File: src/rtl/mem_bus_arbiter_pkg.sv
// Shared types and constants for the instruction/data memory-port arbiter.
package mem_bus_arbiter_pkg;

  // Width of every read/write data path on the shared port.
  localparam int DATA_W = 32;

  // Wide enough for a data-burst bound of up to 15.
  localparam int STREAK_W = 4;

  // Memory access sizes as carried on data_size / bus_size.
  localparam logic [1:0] SIZE_BYTE = 2'd0;
  localparam logic [1:0] SIZE_HALF = 2'd1;
  localparam logic [1:0] SIZE_WORD = 2'd2;

  typedef enum logic [1:0] {
    IDLE = 2'd0,  // nothing owns the bus
    ADDR = 2'd1,  // owner's request is presented on the bus
    WAIT = 2'd2   // address accepted, waiting for the response
  } arb_state_e;

  typedef enum logic {
    OWN_INST = 1'b0,
    OWN_DATA = 1'b1
  } owner_e;

endpackage

File: src/rtl/mem_bus_arbiter_grant.sv
// Grant decision for the memory-port arbiter: data side wins unless fetch has
// already been passed over MAX_DATA_BURST times in a row.
module mem_bus_arbiter_grant
  import mem_bus_arbiter_pkg::*;
#(
  parameter int MAX_DATA_BURST = 4
) (
  input  logic                inst_req,
  input  logic                data_req,
  input  logic [STREAK_W-1:0] streak,
  output logic                grant_vld,
  output logic                grant_data,
  output logic [STREAK_W-1:0] streak_next
);

  localparam logic [STREAK_W-1:0] STREAK_MAX = STREAK_W'(MAX_DATA_BURST);

  // Streak increment that never runs past the burst bound.
  function automatic logic [STREAK_W-1:0] sat_inc(input logic [STREAK_W-1:0] v);
    logic [STREAK_W-1:0] r;
    if (v >= STREAK_MAX) begin
      r = STREAK_MAX;
    end else begin
      r = v + STREAK_W'(1);
    end
    return r;
  endfunction

  logic inst_due;

  // Priority pick: a waiting fetch only overrides data once the streak is full.
  always_comb begin
    inst_due    = inst_req && (streak == STREAK_MAX);
    grant_vld   = 1'b0;
    grant_data  = 1'b0;
    streak_next = streak;
    if (data_req && !inst_due) begin
      grant_vld   = 1'b1;
      grant_data  = 1'b1;
      // Only grants that actually pass over a waiting fetch count.
      streak_next = inst_req ? sat_inc(streak) : '0;
    end else if (inst_req) begin
      grant_vld   = 1'b1;
      grant_data  = 1'b0;
      streak_next = '0;
    end
  end

endmodule

File: src/rtl/mem_bus_arbiter.sv
// Shares one sram-like memory port between instruction fetch and the MEM-stage
// data access. Owns the single outstanding bus transaction and routes the
// address/data handshakes back to whichever side was granted.
module mem_bus_arbiter
  import mem_bus_arbiter_pkg::*;
#(
  parameter int ADDR_W         = 32,
  parameter int MAX_DATA_BURST = 4
) (
  input  logic              clk,
  input  logic              rst,

  input  logic              inst_req,
  input  logic [ADDR_W-1:0] inst_addr,
  output logic              inst_addr_ok,
  output logic              inst_data_ok,
  output logic [DATA_W-1:0] inst_rdata,

  input  logic              data_req,
  input  logic              data_wr,
  input  logic [1:0]        data_size,
  input  logic [3:0]        data_sel,
  input  logic [ADDR_W-1:0] data_addr,
  input  logic [DATA_W-1:0] data_wdata,
  output logic              data_addr_ok,
  output logic              data_data_ok,
  output logic [DATA_W-1:0] data_rdata,

  output logic              bus_req,
  output logic              bus_wr,
  output logic [1:0]        bus_size,
  output logic [3:0]        bus_wstrb,
  output logic [ADDR_W-1:0] bus_addr,
  output logic [DATA_W-1:0] bus_wdata,
  input  logic              bus_addr_ok,
  input  logic              bus_data_ok,
  input  logic [DATA_W-1:0] bus_rdata
);

  arb_state_e          state_q, state_d;
  owner_e              owner_q, owner_d;
  logic [STREAK_W-1:0] streak_q, streak_d;

  logic                grant_vld;
  logic                grant_data;
  logic [STREAK_W-1:0] streak_next;
  logic                take_grant;
  logic                owner_req;

  mem_bus_arbiter_grant #(
    .MAX_DATA_BURST(MAX_DATA_BURST)
  ) u_grant (
    .inst_req    (inst_req),
    .data_req    (data_req),
    .streak      (streak_q),
    .grant_vld   (grant_vld),
    .grant_data  (grant_data),
    .streak_next (streak_next)
  );

  // Live request of the current owner; dropping it in ADDR means a flush.
  always_comb begin
    owner_req = (owner_q == OWN_DATA) ? data_req : inst_req;
  end

  // Next state: grants are taken in IDLE, or in WAIT on the response so the
  // next owner reaches the bus without an idle bubble.
  always_comb begin
    state_d    = state_q;
    owner_d    = owner_q;
    streak_d   = streak_q;
    take_grant = 1'b0;
    unique case (state_q)
      IDLE: begin
        take_grant = 1'b1;
      end
      ADDR: begin
        if (!owner_req) begin
          state_d = IDLE;
        end else if (bus_addr_ok) begin
          state_d = WAIT;
        end
      end
      WAIT: begin
        if (bus_data_ok) begin
          take_grant = 1'b1;
        end
      end
      default: begin
        state_d = IDLE;
      end
    endcase
    if (take_grant) begin
      if (grant_vld) begin
        state_d  = ADDR;
        owner_d  = grant_data ? OWN_DATA : OWN_INST;
        streak_d = streak_next;
      end else begin
        state_d  = IDLE;
      end
    end
  end

  // Bus fields and handshake routing; everything not owned stays at zero.
  always_comb begin
    bus_req      = 1'b0;
    bus_wr       = 1'b0;
    bus_size     = SIZE_BYTE;
    bus_wstrb    = 4'b0000;
    bus_addr     = '0;
    bus_wdata    = '0;
    inst_addr_ok = 1'b0;
    inst_data_ok = 1'b0;
    inst_rdata   = '0;
    data_addr_ok = 1'b0;
    data_data_ok = 1'b0;
    data_rdata   = '0;

    if ((state_q == ADDR) && owner_req) begin
      bus_req = 1'b1;
      if (owner_q == OWN_DATA) begin
        bus_wr       = data_wr;
        bus_size     = data_size;
        bus_wstrb    = data_sel;
        bus_addr     = data_addr;
        bus_wdata    = data_wdata;
        data_addr_ok = bus_addr_ok;
      end else begin
        bus_wr       = 1'b0;
        bus_size     = SIZE_WORD;
        bus_wstrb    = 4'b0000;
        bus_addr     = inst_addr;
        inst_addr_ok = bus_addr_ok;
      end
    end

    // A response outside WAIT has no transaction to belong to and is dropped.
    if ((state_q == WAIT) && bus_data_ok) begin
      if (owner_q == OWN_DATA) begin
        data_data_ok = 1'b1;
        data_rdata   = bus_rdata;
      end else begin
        inst_data_ok = 1'b1;
        inst_rdata   = bus_rdata;
      end
    end
  end

  // Arbiter state; reset abandons any in-flight transaction immediately.
  always_ff @(posedge clk or negedge rst) begin
    if (!rst) begin
      state_q  <= IDLE;
      owner_q  <= OWN_INST;
      streak_q <= '0;
    end else begin
      state_q  <= state_d;
      owner_q  <= owner_d;
      streak_q <= streak_d;
    end
  end

endmodule

File: config.mk
export PLATFORM = sky130hd
export DESIGN_NAME = mem_bus_arbiter
export DESIGN_NICKNAME = d
export VERILOG_FILES = /design/src/rtl/mem_bus_arbiter_pkg.sv /design/src/rtl/mem_bus_arbiter_grant.sv /design/src/rtl/mem_bus_arbiter.sv
export SDC_FILE = /design/constraint.sdc
export NUM_CORES = 1
export LEC_CHECK = 0
export CAP_MARGIN = 10
export CORE_AREA = 2 2 110 112
export CTS_BUF_LIST = sky130_fd_sc_hd__clkbuf_8
export CTS_CLUSTER_SIZE = 12
export DETAILED_ROUTE_END_ITERATION = 7
export DIE_AREA = 0 0 112 114
export PLACE_DENSITY = 0.59
export SLEW_MARGIN = 30
export SYNTH_ARGS = -nofsm -noshare
export SYNTH_HDL_FRONTEND = slang
export SYNTH_SLANG_ARGS = --single-unit
File: constraint.sdc
create_clock -name clk -period 2 [get_ports clk]
set_input_delay 0.4 -clock clk [delete_from_list [all_inputs] [get_ports clk]]
set_output_delay 0.4 -clock clk [all_outputs]
set_load 0.005 [all_outputs]
== Yosys cells after proc, flatten, opt, wreduce, memory -nomap -nowiden ==
Index checks and enable logic that the tools add are counted.
Cells by class
  mux-type cells: 39
  shift operators: 0
  reductions and logical operators: 11
  add/sub/neg operators: 1
  bitwise logic cells: 0
  multipliers: 0
  order comparisons: 1
  equality and inequality tests: 5
  div/mod/pow operators: 0
Operators by type and width (number)
  two-way mux 32 bit: 8
  two-way mux 4 bit: 6
  two-way mux 1 bit: 18
  two-way mux 2 bit: 5
  adder 4 x 1 -> 4 bit, second input constant: 1
  == test 4 x 3 -> 1 bit, second input constant: 1
  >= comparator 4 x 3 -> 1 bit, second input constant: 1
  logical AND 1 bit: 4
  != test 4 bit, second input constant: 1
  one-hot mux 2 bit (2 select lines): 1
  AND reduction 2 bit: 2
  AND reduction 3 bit: 1
  == test 2 x 1 -> 1 bit, second input constant: 1
  == test 2 bit, second input constant: 1
  zero test 2 bit: 1
  != test 2 x 1 -> 1 bit, second input constant: 1
  one-hot mux 1 bit (2 select lines): 1
  nonzero test 2 bit: 1
  OR reduction 2 bit: 1
  zero test 1 bit: 1
Storage, ports and cells
  register bits after elaboration: 7
  bits in read-only memories: 0
  RAM bits: 0
  memories kept: 0
  bits in latches: 0
  output and inout bits: 140

== Depth between registers and ports, before layout ==
Gate-level depths: netlist of the first run.
  depth after elaboration: 7
  gate-level depth with buffers: 6

== Hierarchy ==
A second synthesis of the first run with hierarchy kept.
Unflattened totals
  cells, all modules: 229
  area total of the unflattened synthesis: 1710.4 um2
By module, submodules not included
  mem_bus_arbiter: area an instance 1585.3 um2, cells an instance 212, times used 1, seq. area each 175.2 um2
  mem_bus_arbiter_grant: area an instance 125.1 um2, cells an instance 17, times used 1, seq. area each 0.0 um2

== Worst setup path before layout of the first run ==
OpenSTA, ideal clock, no wires.
  path type: flip-flop to output port
  start: register owner_q
  end: output bus_addr[0]
  slack: 0.368 ns
  stages on the path, launching flop included: 7
  data arrival time: 1.232 ns
  data required time: 1.600 ns
  buffers on the path: 3
  path through: dfrtp_1 -> buf_4 -> nand2b_1 -> a21o_1 -> buf_6 -> buf_12 -> nor2_4
On the way
  word-level cells in the longest chain between the ends: 3
  elaborated cells on any way between the ends: 4
  those cells by class: mux (3); reduce/logical (1)
RTL lines
  start, declared: RTL line mem_bus_arbiter.sv:41  | owner_e owner_q, owner_d;
  start signal, assigned: RTL line mem_bus_arbiter.sv:157  | owner_q <= owner_d;
  two-way mux 1 bit: RTL line mem_bus_arbiter.sv:63  | owner_req = (owner_q == OWN_DATA) ? data_req : inst_req;
  logical AND 1 bit: RTL line mem_bus_arbiter.sv:119  | if ((state_q == ADDR) && owner_req) begin
  two-way mux 32 bit (*): RTL line mem_bus_arbiter.sv:119
  end, declared: RTL line mem_bus_arbiter.sv:33  | output logic [ADDR_W-1:0] bus_addr,
Every way passes the cells marked *; elsewhere a longest branch is shown, timed or not.

== Worst setup path in the final report of the first run ==
  start: register owner_q
  end: output bus_addr[22]
Same word-level chain as after synthesis.

==> summary.txt, run 1 <==
Run status
  – Outcome: complete, but fails checks
  – Failing checks: setup timing

Synth
  – Syn Nets: about 370
  – Synthesized area: roughly 1900 µm²
  – Mapped Avg Cell Area: approximately 8.3 µm²
  – Asr flop ratio synth: 100.0%
  – Synth area leaders: and2_1 34%, nor2_4 17%, mux2i_1 17%, dfrtp_1 9.2%, buf_6 3.5%
  – Number of synthesized flops with an enable pin: 0
  – Yosys reg bits: 7
  – Mapped Cells: 229
  – Register area share after synthesis: 9.162%
  – Synth Flop Type: dfrtp_1
  – Largest area contributor in the netlist: and2_1
  – Synth Warn #: 0
  – Library cells used by synthesis: 33
  – Synth top cells by count: 103 x and2_1, 32 x mux2i_1, 29 x nor2_4, 7 x dfrtp_1
  – Top cell type's share of synthesized area: 33.70%
  – Most common cell in the netlist: and2_1

Critical path
  – Crit-path max cell delay: 420 ps
  – RR Startpoint: state_q[0]$_DFFE_PN0P_
  – Worst Path Arrival: roughly 1800 ps
  – Cell Chain, Critical Path: buf_6 > nand2b_4 > a21o_4 > buf_12 > buf_12 > buf_16 > buf_12 > nor2_4 > buf_2
  – CP Capture Type: output pin
  – Critical path class: reg -> out
  – Worst setup SP type: flop
  – Reg2reg path depth: 4
  – R2r endpoint: streak_q[3]$_DFFE_PN0P_
  – CP Data Required Time: 1600 ps
  – Delay-heaviest family, CP: buffers and inverters
  – Most used cell, CP: buf_12
  – R2r setup slk: 570 ps
  – Crit path max fanout: 4
  – Worst path slowest cell: dfrtp_2
  – Worst Path Buf+Inv: 6

Power and ir drop
  – P_leak: a little under 3 nW
  – VDD IR max: ~0.37 mV
  – Pwr/cell area: slightly below 800 nW/µm²
  – Final Power: about 4.7 mW

Cells and area
  – P&R area growth vs syn: 219.0%
  – Reg area: about 180 µm²
  – Layout cells sized above 1: about three fifths
  – Fin nets: 730
  – Multi-input gate area: about 1900 µm²
  – Fillcell total: between 1,000 and 1,500
  – Design Area, Final: approximately 6100 µm²
  – Antenna cells: 0

Clock tree
  – TritonCTS Buffers: 3
  – H-tree levels: 1
  – Maximum clock insertion buffer count: 2
  – TritonCTS sink count: 7
  – CTS hold repair buffers: 0
  – Clock-pin slew on the worst setup and hold paths: 40 ps
  – Latest clock arrival within the worst-skew pair: 230 ps
  – Clk root buf: clkbuf_8
  – CTS tree: yes

Floorplanning
  – FP Rows: 40
  – Placeable Area: about 12,000 µm²
  – I/O pin total: roughly 280
  – Die height: approximately 110 µm
  – Die Wd: roughly 110 µm
  – Initial Utilization: between 15 and 20%
  – Die ar.: between 10,000 and 15,000 µm²

Timing
  – Unrepaired setup endpoints after global routing: true
  – Post-route setup TNS: -9040 ps
  – Final hold vios: 0
  – Slew headroom: 77.57%
  – Setup Skew: a little over 3 ps
  – Tmin final: 2225 ps
  – Final WS setup: -224.8 ps
  – Fin crit share: 111.2%
  – # setup viols final: 92
  – Max-slew violations: 0
  – Slew @ Worst Pin: between 300 and 400 ps
  – Worst hold margin: 435.8 ps
  – Fmax: around 450 MHz

Placed design
  – Quantity of I/O buffers inserted on ports: between 200 and 300
  – Worst slack at placement: -519.3 ps
  – RePlAce Congestion: 0.7877
  – DP Wirelength: between 7000 and 8000 µm
  – DP Area: 4947 µm²

Detailed routing
  – DR WL/cell: roughly 16 µm
  – Drt drc: 0
  – Final ANT Viol Nets: 0
  – Drt pass-1 iters: 4
  – DR vias/cell: just over 4
  – Final WL: 11,390 µm
  – DRT iter0 DRCs: 54
  – Vias after detailed routing: a little under 3,000

Global route
  – First-pass GRT wire length: roughly 15,000 µm
  – Largest net degree at the start of global routing: 17
  – Total gr overflow: 0
  – GRT Total Usage: between 10% and 20%
  – Antenna violations before repair: 0
  – Vias in the first global route: 2,935

Hold path
  – Worst hold path class: in -> async

Job
  – Max-Cap Viols: 0
-- worst register-to-register path, cell delays in order (launching register included) --
cell     delay [ps]
dfrtp_2         440
buf_6           140
buf_4           130
or3_1           430
and2_1          180
-- repair_timing --
action | 4_1_cts | 5_1_grt
resized for setup | 422 | 281
setup endpoints to repair | 140 | 137
buffers inserted | 39 | 27
pin swaps | 28 | 32
gates cloned | 11 | 5
hold endpoints to repair | 0 | 0
-- kinds of logic (layout without fill, tap and decap cells) --
family                   Yosys count  in the layout  share of synthesized area [%]
adder cells (fa/ha/maj)            2              2                          1.309
multiplexers                      32             32                          16.75
buffers and inverters             25            382                          10.67
AND/OR/NAND/NOR                  154            154                          59.03
AO/OA/AOI/OAI                      9              9                          3.076
flip-flops                         7              7                          9.162
-- layer usage --
| layer | wire (µm) | GRT usage [%] | vias up |
|---|---|---|---|
| met5 | 0 | 0 | - |
| met4 | 119 | 2.358 | 0 |
| met3 | 838 | 3.507 | 15 |
| met2 | 6189 | 28.85 | 145 |
| met1 | 4242 | 17.24 | 1364 |
| li1 | - | - | 1448 |
-- power breakdown --
group	internal (mW)	total [mW]	switching, mW
sequential	0.193	0.240	0.0472
clock	0.133	0.196	0.0630
combinational	2.66	4.30	1.64
total	2.98	4.73	1.75
-- cell usage in the layout, fill, tap and decap left out, types with 2 or more instances in the layout --
cell type and count:
dfrtp_2 2, buf_12 23, and2_4 49, inv_2 3
mux2i_4 10, mux2i_2 11, ha_1 2, buf_2 60
inv_1 5, nor2_4 33, nor4b_4 2, nor3_1 2
and2_1 54, dfrtp_1 5, buf_6 71, clkbuf_2 19
nand2b_4 2, dlygate4sd2_1 4, buf_4 28, buf_16 6
buf_8 5, clkbuf_8 3, mux2i_1 11, dlymetal6s2s_1 3
o21ai_0 2, clkdlybuf4s15_1 2, clkbuf_16 4, clkdlybuf4s15_2 9
clkdlybuf4s50_1 137
-- worst max-delay path by stage --
stage / slack, ps / cells past startpoint / to / from
floorplan: 370 / 6 / bus_addr[0] / owner_q$_DFFE_PN0P_
global placement: -490 / 6 / bus_addr[17] / inst_req
detailed placement: -520 / 5 / inst_rdata[27] / bus_data_ok
CTS: -320 / 6 / inst_rdata[10] / state_q[0]$_DFFE_PN0P_
global route: -270 / 8 / inst_addr_ok / owner_q$_DFFE_PN0P_
finish: -220 / 9 / bus_addr[22] / owner_q$_DFFE_PN0P_
-- flip-flops by register name, summed over array words and instances (netlist names) --
| register | count |
|---|---|
| owner_q | 1 |
| state_q | 2 |
| streak_q | 4 |
-- area by class of cell --
class / count / area share [%]
Sequential cell: 7 / 2.913
Timing Repair Buffer: 371 / 61.84
Inverter: 7 / 0.4309
Clock inverter: 1 / 0.06155
Tap cell: 147 / 3.016
Multi-Input combinational cell: 197 / 31.06
Clock buffer: 3 / 0.6771
-- stage by stage --
stage               instances  util (%)
floorplan                 229         -
global placement          657     42.24
detailed placement        657     42.24
CTS                       709     48.45
global route              733     52.07
finish                    733     52.07
No activity file was read; power rests on OpenSTA's default activity.
==> run 2, diff against run 1 <==
- CAP_MARGIN: 10 -> 15
- CORE_AREA: 2 2 110 112 -> 2 2 109 111
- DIE_AREA: 0 0 112 114 -> 0 0 111 113
- PLACE_DENSITY: 0.59 -> 0.6
- clock period: 2 -> 2.85 ns (I/O delays scaled with it)
==> run 2 against run 1 <==
The run now ends clean; sequential share of layout area rose by 0.58 points; first-iteration DRC count fell by 13%; worst setup slack improved by 470 ps; cell area fell by 17%; clock-buffer cell count did not move; critical path depth fell by 4; worst hold slack improved by 100 ps; via count fell by 13%; critical path type unchanged.
==> summary.txt, run 2 (synthesis gave the netlist of run 1 again) <==
Floorplanning
  – Placeable Area: 11,270 µm²
  – I/O pin total: 281
  – Die height: between 100 and 150 µm
  – Die ar.: 12,540 µm²
  – Initial Utilization: between 15 and 20%
  – Die Wd: 111 µm
  – FP Rows: 39

Detailed routing
  – DRT iter0 DRCs: 47
  – Final ANT Viol Nets: 0
  – Drt drc: 0
  – DR vias/cell: 3.912
  – Final WL: approximately 9400 µm
  – Drt pass-1 iters: 4
  – Vias after detailed routing: 2,574
  – DR WL/cell: approximately 14 µm

Clock tree
  – TritonCTS Buffers: 3
  – H-tree levels: 1
  – TritonCTS sink count: 7
  – Maximum clock insertion buffer count: 2
  – Latest clock arrival within the worst-skew pair: 230 ps
  – Clock-pin slew on the worst setup and hold paths: roughly 40 ps
  – CTS tree: yes
  – Clk root buf: clkbuf_8
  – CTS hold repair buffers: 0

Cells and area
  – Final Non-Filler Cells: approximately 660
  – Antenna cells: 0
  – Final core occ: 44.82%
  – P&R area growth vs syn: 164.3%
  – Largest reg by FF count: streak_q
  – Reg area: roughly 180 µm²
  – Commonest non-fill, non-tap cells in the layout: 274 x clkdlybuf4s50_1, 103 x and2_1, 32 x mux2i_1
  – Number of flip-flops in the largest register: 4
  – Multi-input gate area: around 1600 µm²
  – Layout cells sized above 1: between 10% and 20%
  – Fin nets: 659
  – Most common cell after layout, fill and taps aside: clkdlybuf4s50_1
  – Biggest regs: streak_q x4, state_q x2, owner_q x1
  – Fillcell total: about 1,100
  – Design Area, Final: 5052 µm²

Critical path
  – Cell Chain, Critical Path: inv_1 > nor4b_4 > buf_12 > and2_1 > clkdlybuf4s50_1
  – Worst path slowest cell: clkdlybuf4s50_1
  – Critical path class: reg -> out
  – CP Capture Type: output pin
  – Crit path max fanout: 33
  – Reg2reg path depth: 4
  – CP Data Required Time: about 2300 ps
  – Crit-path max cell delay: roughly 540 ps
  – Worst setup SP type: flop
  – Worst Path Arrival: ~2000 ps

Timing
  – Post-route setup TNS: 0 ps
  – Slew @ Worst Pin: 330.2 ps
  – Unrepaired setup endpoints after global routing: false
  – Fmax: about 380 MHz
  – Final WS setup: between 200 and 250 ps
  – Slew headroom: between 70% and 80%
  – # setup viols final: 0
  – Fin crit share: 91.35%
  – Worst hold margin: between 500 and 600 ps
  – Max-slew violations: 0
  – Final hold vios: 0
  – Tmin final: 2603 ps
  – Setup Skew: ~4.7 ps

Power and ir drop
  – P_leak: around 2 nW
  – Final Power: roughly 2.2 mW
  – Pwr/cell area: 437.4 nW/µm²
  – VDD IR max: ~0.31 mV

Placed design
  – RePlAce Congestion: approximately 0.83
  – DP Area: 4905 µm²
  – Quantity of I/O buffers inserted on ports: 280
  – Worst slack at placement: 11.94 ps
  – DP Wirelength: 7866 µm
  – Inst Count DP: ~650

Global route
  – GRT Total Usage: about an eighth
  – Largest net degree at the start of global routing: 39
  – Total gr overflow: 0
  – Vias in the first global route: roughly 2,700
  – First-pass GRT wire length: approximately 14,000 µm
  – Antenna violations before repair: 0

Run status
  – Outcome: finished, final reports clean

Job
  – Max-Cap Viols: 0

Hold path
  – Hold Path Stages: 1
  – Worst hold path class: reg -> reg
-- run 2: final cells by class --
cell class	count	share of cell area (%)
Timing Repair Buffer	299	60.77
Multi-Input combinational cell	198	30.76
Tap cell	143	3.541
Sequential cell	7	3.492
Clock buffer	3	0.8172
Inverter	7	0.5201
Clock inverter	1	0.09906
-- run 2: critical path: cells and delay by family (launching register included) --
family,cells,cell delay (ps)
and+or+nand+nor,2,470
buffers and inverters,3,850
DFF,1,460
-- run 2: final timing paths --
check	from	end	slack, ps
setup / recovery	owner_q$_DFFE_PN0P_	data_rdata[30]	250
hold / removal	streak_q[3]$_DFFE_PN0P_	streak_q[3]$_DFFE_PN0P_	540
setup reg to reg	owner_q$_DFFE_PN0P_	state_q[1]$_DFFE_PN0P_	1540
hold reg to reg	streak_q[3]$_DFFE_PN0P_	streak_q[3]$_DFFE_PN0P_	540
max in group asynchronous	rst	owner_q$_DFFE_PN0P_	1980
min in group asynchronous	rst	state_q[0]$_DFFE_PN0P_	600
-- run 2: per-layer routing --
metal  GRT usage (%)  vias up  wire, µm
met2           25.07      125      4898
met4           1.083        0        63
met5               0        -         0
met3           3.964        7       756
li1                -     1307         -
met1           14.96     1135      3688
-- run 2: timing repair --
item / CTS / global route
buffers inserted: 0 / 3
gates resized for setup: 0 / 8
endpoints found under the setup margin: 0 / 79
-- run 2: power breakdown --
part	switching, mW	internal (mW)	leakage [nW]	total [mW]
Combinational	0.779	1.10	1.90	1.88
Sequential	0.0554	0.134	0.0908	0.189
Clock	0.0482	0.0950	0.0255	0.143
Total	0.883	1.33	2.01	2.21
==> run 3, diff against run 2 <==
- RECOVER_POWER: unset -> 100
- SLEW_MARGIN: 30 -> unset
==> run 3 against run 2 <==
Wire length is 0.31% lower; largest power group unchanged; non-clock buffer count stayed put; total power is 5.6% lower; highest routed layer unchanged; critical endpoint unchanged.
==> summary.txt, run 3 (synthesis gave the netlist of run 1 again) <==
Critical path
  – Cell Chain, Critical Path: inv_1 > nor4b_2 > buf_12 > and2_1 > dlygate4sd3_1
  – Worst Path Arrival: between 2000 and 2500 ps
  – Worst setup SP type: flop
  – Worst path slowest cell: dlygate4sd3_1
  – CP Capture Type: output pin
  – CP Data Required Time: 2280 ps
  – Crit-path max cell delay: just over 600 ps
  – Reg2reg path depth: 4
  – Critical path class: reg -> out
  – Crit path max fanout: 33

Cells and area
  – Biggest regs: streak_q x4, state_q x2, owner_q x1
  – Layout cells sized above 1: around a tenth
  – Commonest non-fill, non-tap cells in the layout: 170 x clkdlybuf4s50_1, 104 x dlygate4sd3_1, 94 x and2_1
  – Design Area, Final: 4997 µm²
  – P&R area growth vs syn: 161.4%
  – Antenna cells: 0
  – Most common cell after layout, fill and taps aside: clkdlybuf4s50_1
  – Number of flip-flops in the largest register: 4
  – Fin nets: 659
  – Largest reg by FF count: streak_q

Power and ir drop
  – Pwr/cell area: approximately 420 nW/µm²
  – P_leak: 2.315 nW
  – NetSw: approximately 0.85 mW
  – VDD IR max: 0.2923 mV
  – Sw Share: approximately two fifths
  – Clock Power Share: under 10%
  – Logic pwr share: roughly 85%
  – Reg power frac: 8.6%
  – P_int: approximately 1.2 mW

Global route
  – First-pass GRT wire length: ~14,000 µm
  – GRT Total Usage: a little over an eighth
  – Largest net degree at the start of global routing: 39
  – Vias in the first global route: 2,660
  – Antenna violations before repair: 0
  – Total gr overflow: 0

Clock tree
  – CTS tree: yes
  – TritonCTS sink count: 7
  – Clk root buf: clkbuf_8
  – Latest clock arrival within the worst-skew pair: between 200 and 250 ps
  – H-tree levels: 1
  – TritonCTS Buffers: 3
  – Clock-pin slew on the worst setup and hold paths: approximately 40 ps
  – CTS hold repair buffers: 0
  – Maximum clock insertion buffer count: 2

Floorplanning
  – Die height: around 110 µm
  – I/O pin total: about 280
  – Die Wd: around 110 µm
  – FP Rows: 39
  – Initial Utilization: about 17%
  – Die ar.: 12,540 µm²
  – Placeable Area: roughly 11,000 µm²

Timing
  – Max-slew violations: 0
  – Fin crit share: 94.46%
  – Unrepaired setup endpoints after global routing: false
  – Slew @ Worst Pin: about 330 ps
  – Post-route setup TNS: 0 ps
  – Tmin final: between 2000 and 3000 ps
  – Slew headroom: a little under 80%
  – Final hold vios: 0
  – Fmax: around 370 MHz
  – # setup viols final: 0
  – Setup Skew: 4.742 ps

Hold path
  – Hold Path Stages: 1
  – Worst hold path class: reg -> reg

Placed design
  – Quantity of I/O buffers inserted on ports: 280
  – DP Area: 4905 µm²
  – DP Wirelength: between 7000 and 8000 µm
  – RePlAce Congestion: between 0.8 and 0.9

Detailed routing
  – DRT iter0 DRCs: 43
  – DR WL/cell: about 14 µm
  – Final ANT Viol Nets: 0
  – Drt pass-1 iters: 4
  – Vias after detailed routing: 2,575
  – Drt drc: 0
  – DR vias/cell: 3.913
  – Final WL: around 9400 µm

Job
  – Max-Cap Viols: 0

Run status
  – Outcome: finished, final reports clean
==> run 3: per-layer routing <==
| metal | share of wire, % | up-vias | global-route usage, % |
|---|---|---|---|
| met2 | 52 | 125 | 25.07 |
| met5 | 0 | - | 0 |
| met4 | 0.67 | 0 | 1.083 |
| met3 | 8.2 | 7 | 3.964 |
| li1 | - | 1306 | - |
| met1 | 39 | 1137 | 14.96 |
==> run 3: final cells by class <==
class                      count  area, µm²
sequential                     7      176.4
timing repair buffer         299       3044
tap                          143      178.9
multi-input combinational    198       1525
inverter                       7      26.28
fill                        1093       6275
clock inverter                 1      5.005
clock buffer                   3      41.29
==> run 3: power by group through the flow <==
stage          Combinational (mW)  Sequential, mW  Clock [mW]
2_1_floorplan                1.00           0.163           0
3_3_place_gp                 1.81           0.189           0
3_5_place_dp                 1.82           0.187           0
4_1_cts                      1.83           0.188       0.147
5_1_grt                      1.90           0.186       0.152
6_report                     1.76           0.179       0.143
==> run 3: worst max-delay path, delay by kind of cell, from the launching register on <==
family	cells	cell delay (ps)
and+or+nand+nor	2	510
buffers and inverters	3	910
DFF	1	440
==> run 3: repair_timing <==
item	4_1_cts	5_1_grt
setup endpoints to repair	0	79
buffers inserted	0	3
gates resized for setup	0	8
==> run 3: worst paths after layout <==
check                           slack (ps)                     from                      end
worst max-delay path                   160      owner_q$_DFFE_PN0P_           data_rdata[30]
worst min-delay path                   540  streak_q[3]$_DFFE_PN0P_  streak_q[3]$_DFFE_PN0P_
worst max register to register        1560      owner_q$_DFFE_PN0P_   state_q[0]$_DFFE_PN0P_
worst min register to register         540  streak_q[3]$_DFFE_PN0P_  streak_q[3]$_DFFE_PN0P_
max in group asynchronous             1910                      rst      owner_q$_DFFE_PN0P_
min in group asynchronous              670                      rst   state_q[0]$_DFFE_PN0P_
==> run 3: metrics by stage <==
stage	cells	util [%]	power [mW]	setup WS [ps]	hold WS [ps]
after CTS	652	43.92	2.166	2.922	536.6
after global placement	648	43.51	2.003	1.867	520.3
final	658	44.33	2.087	157.9	541.4
after detailed placement	648	43.51	2.006	11.94	525.1
after global routing	658	44.33	2.236	86.05	583.9
after floorplan	229	-	1.164	1048	274.4
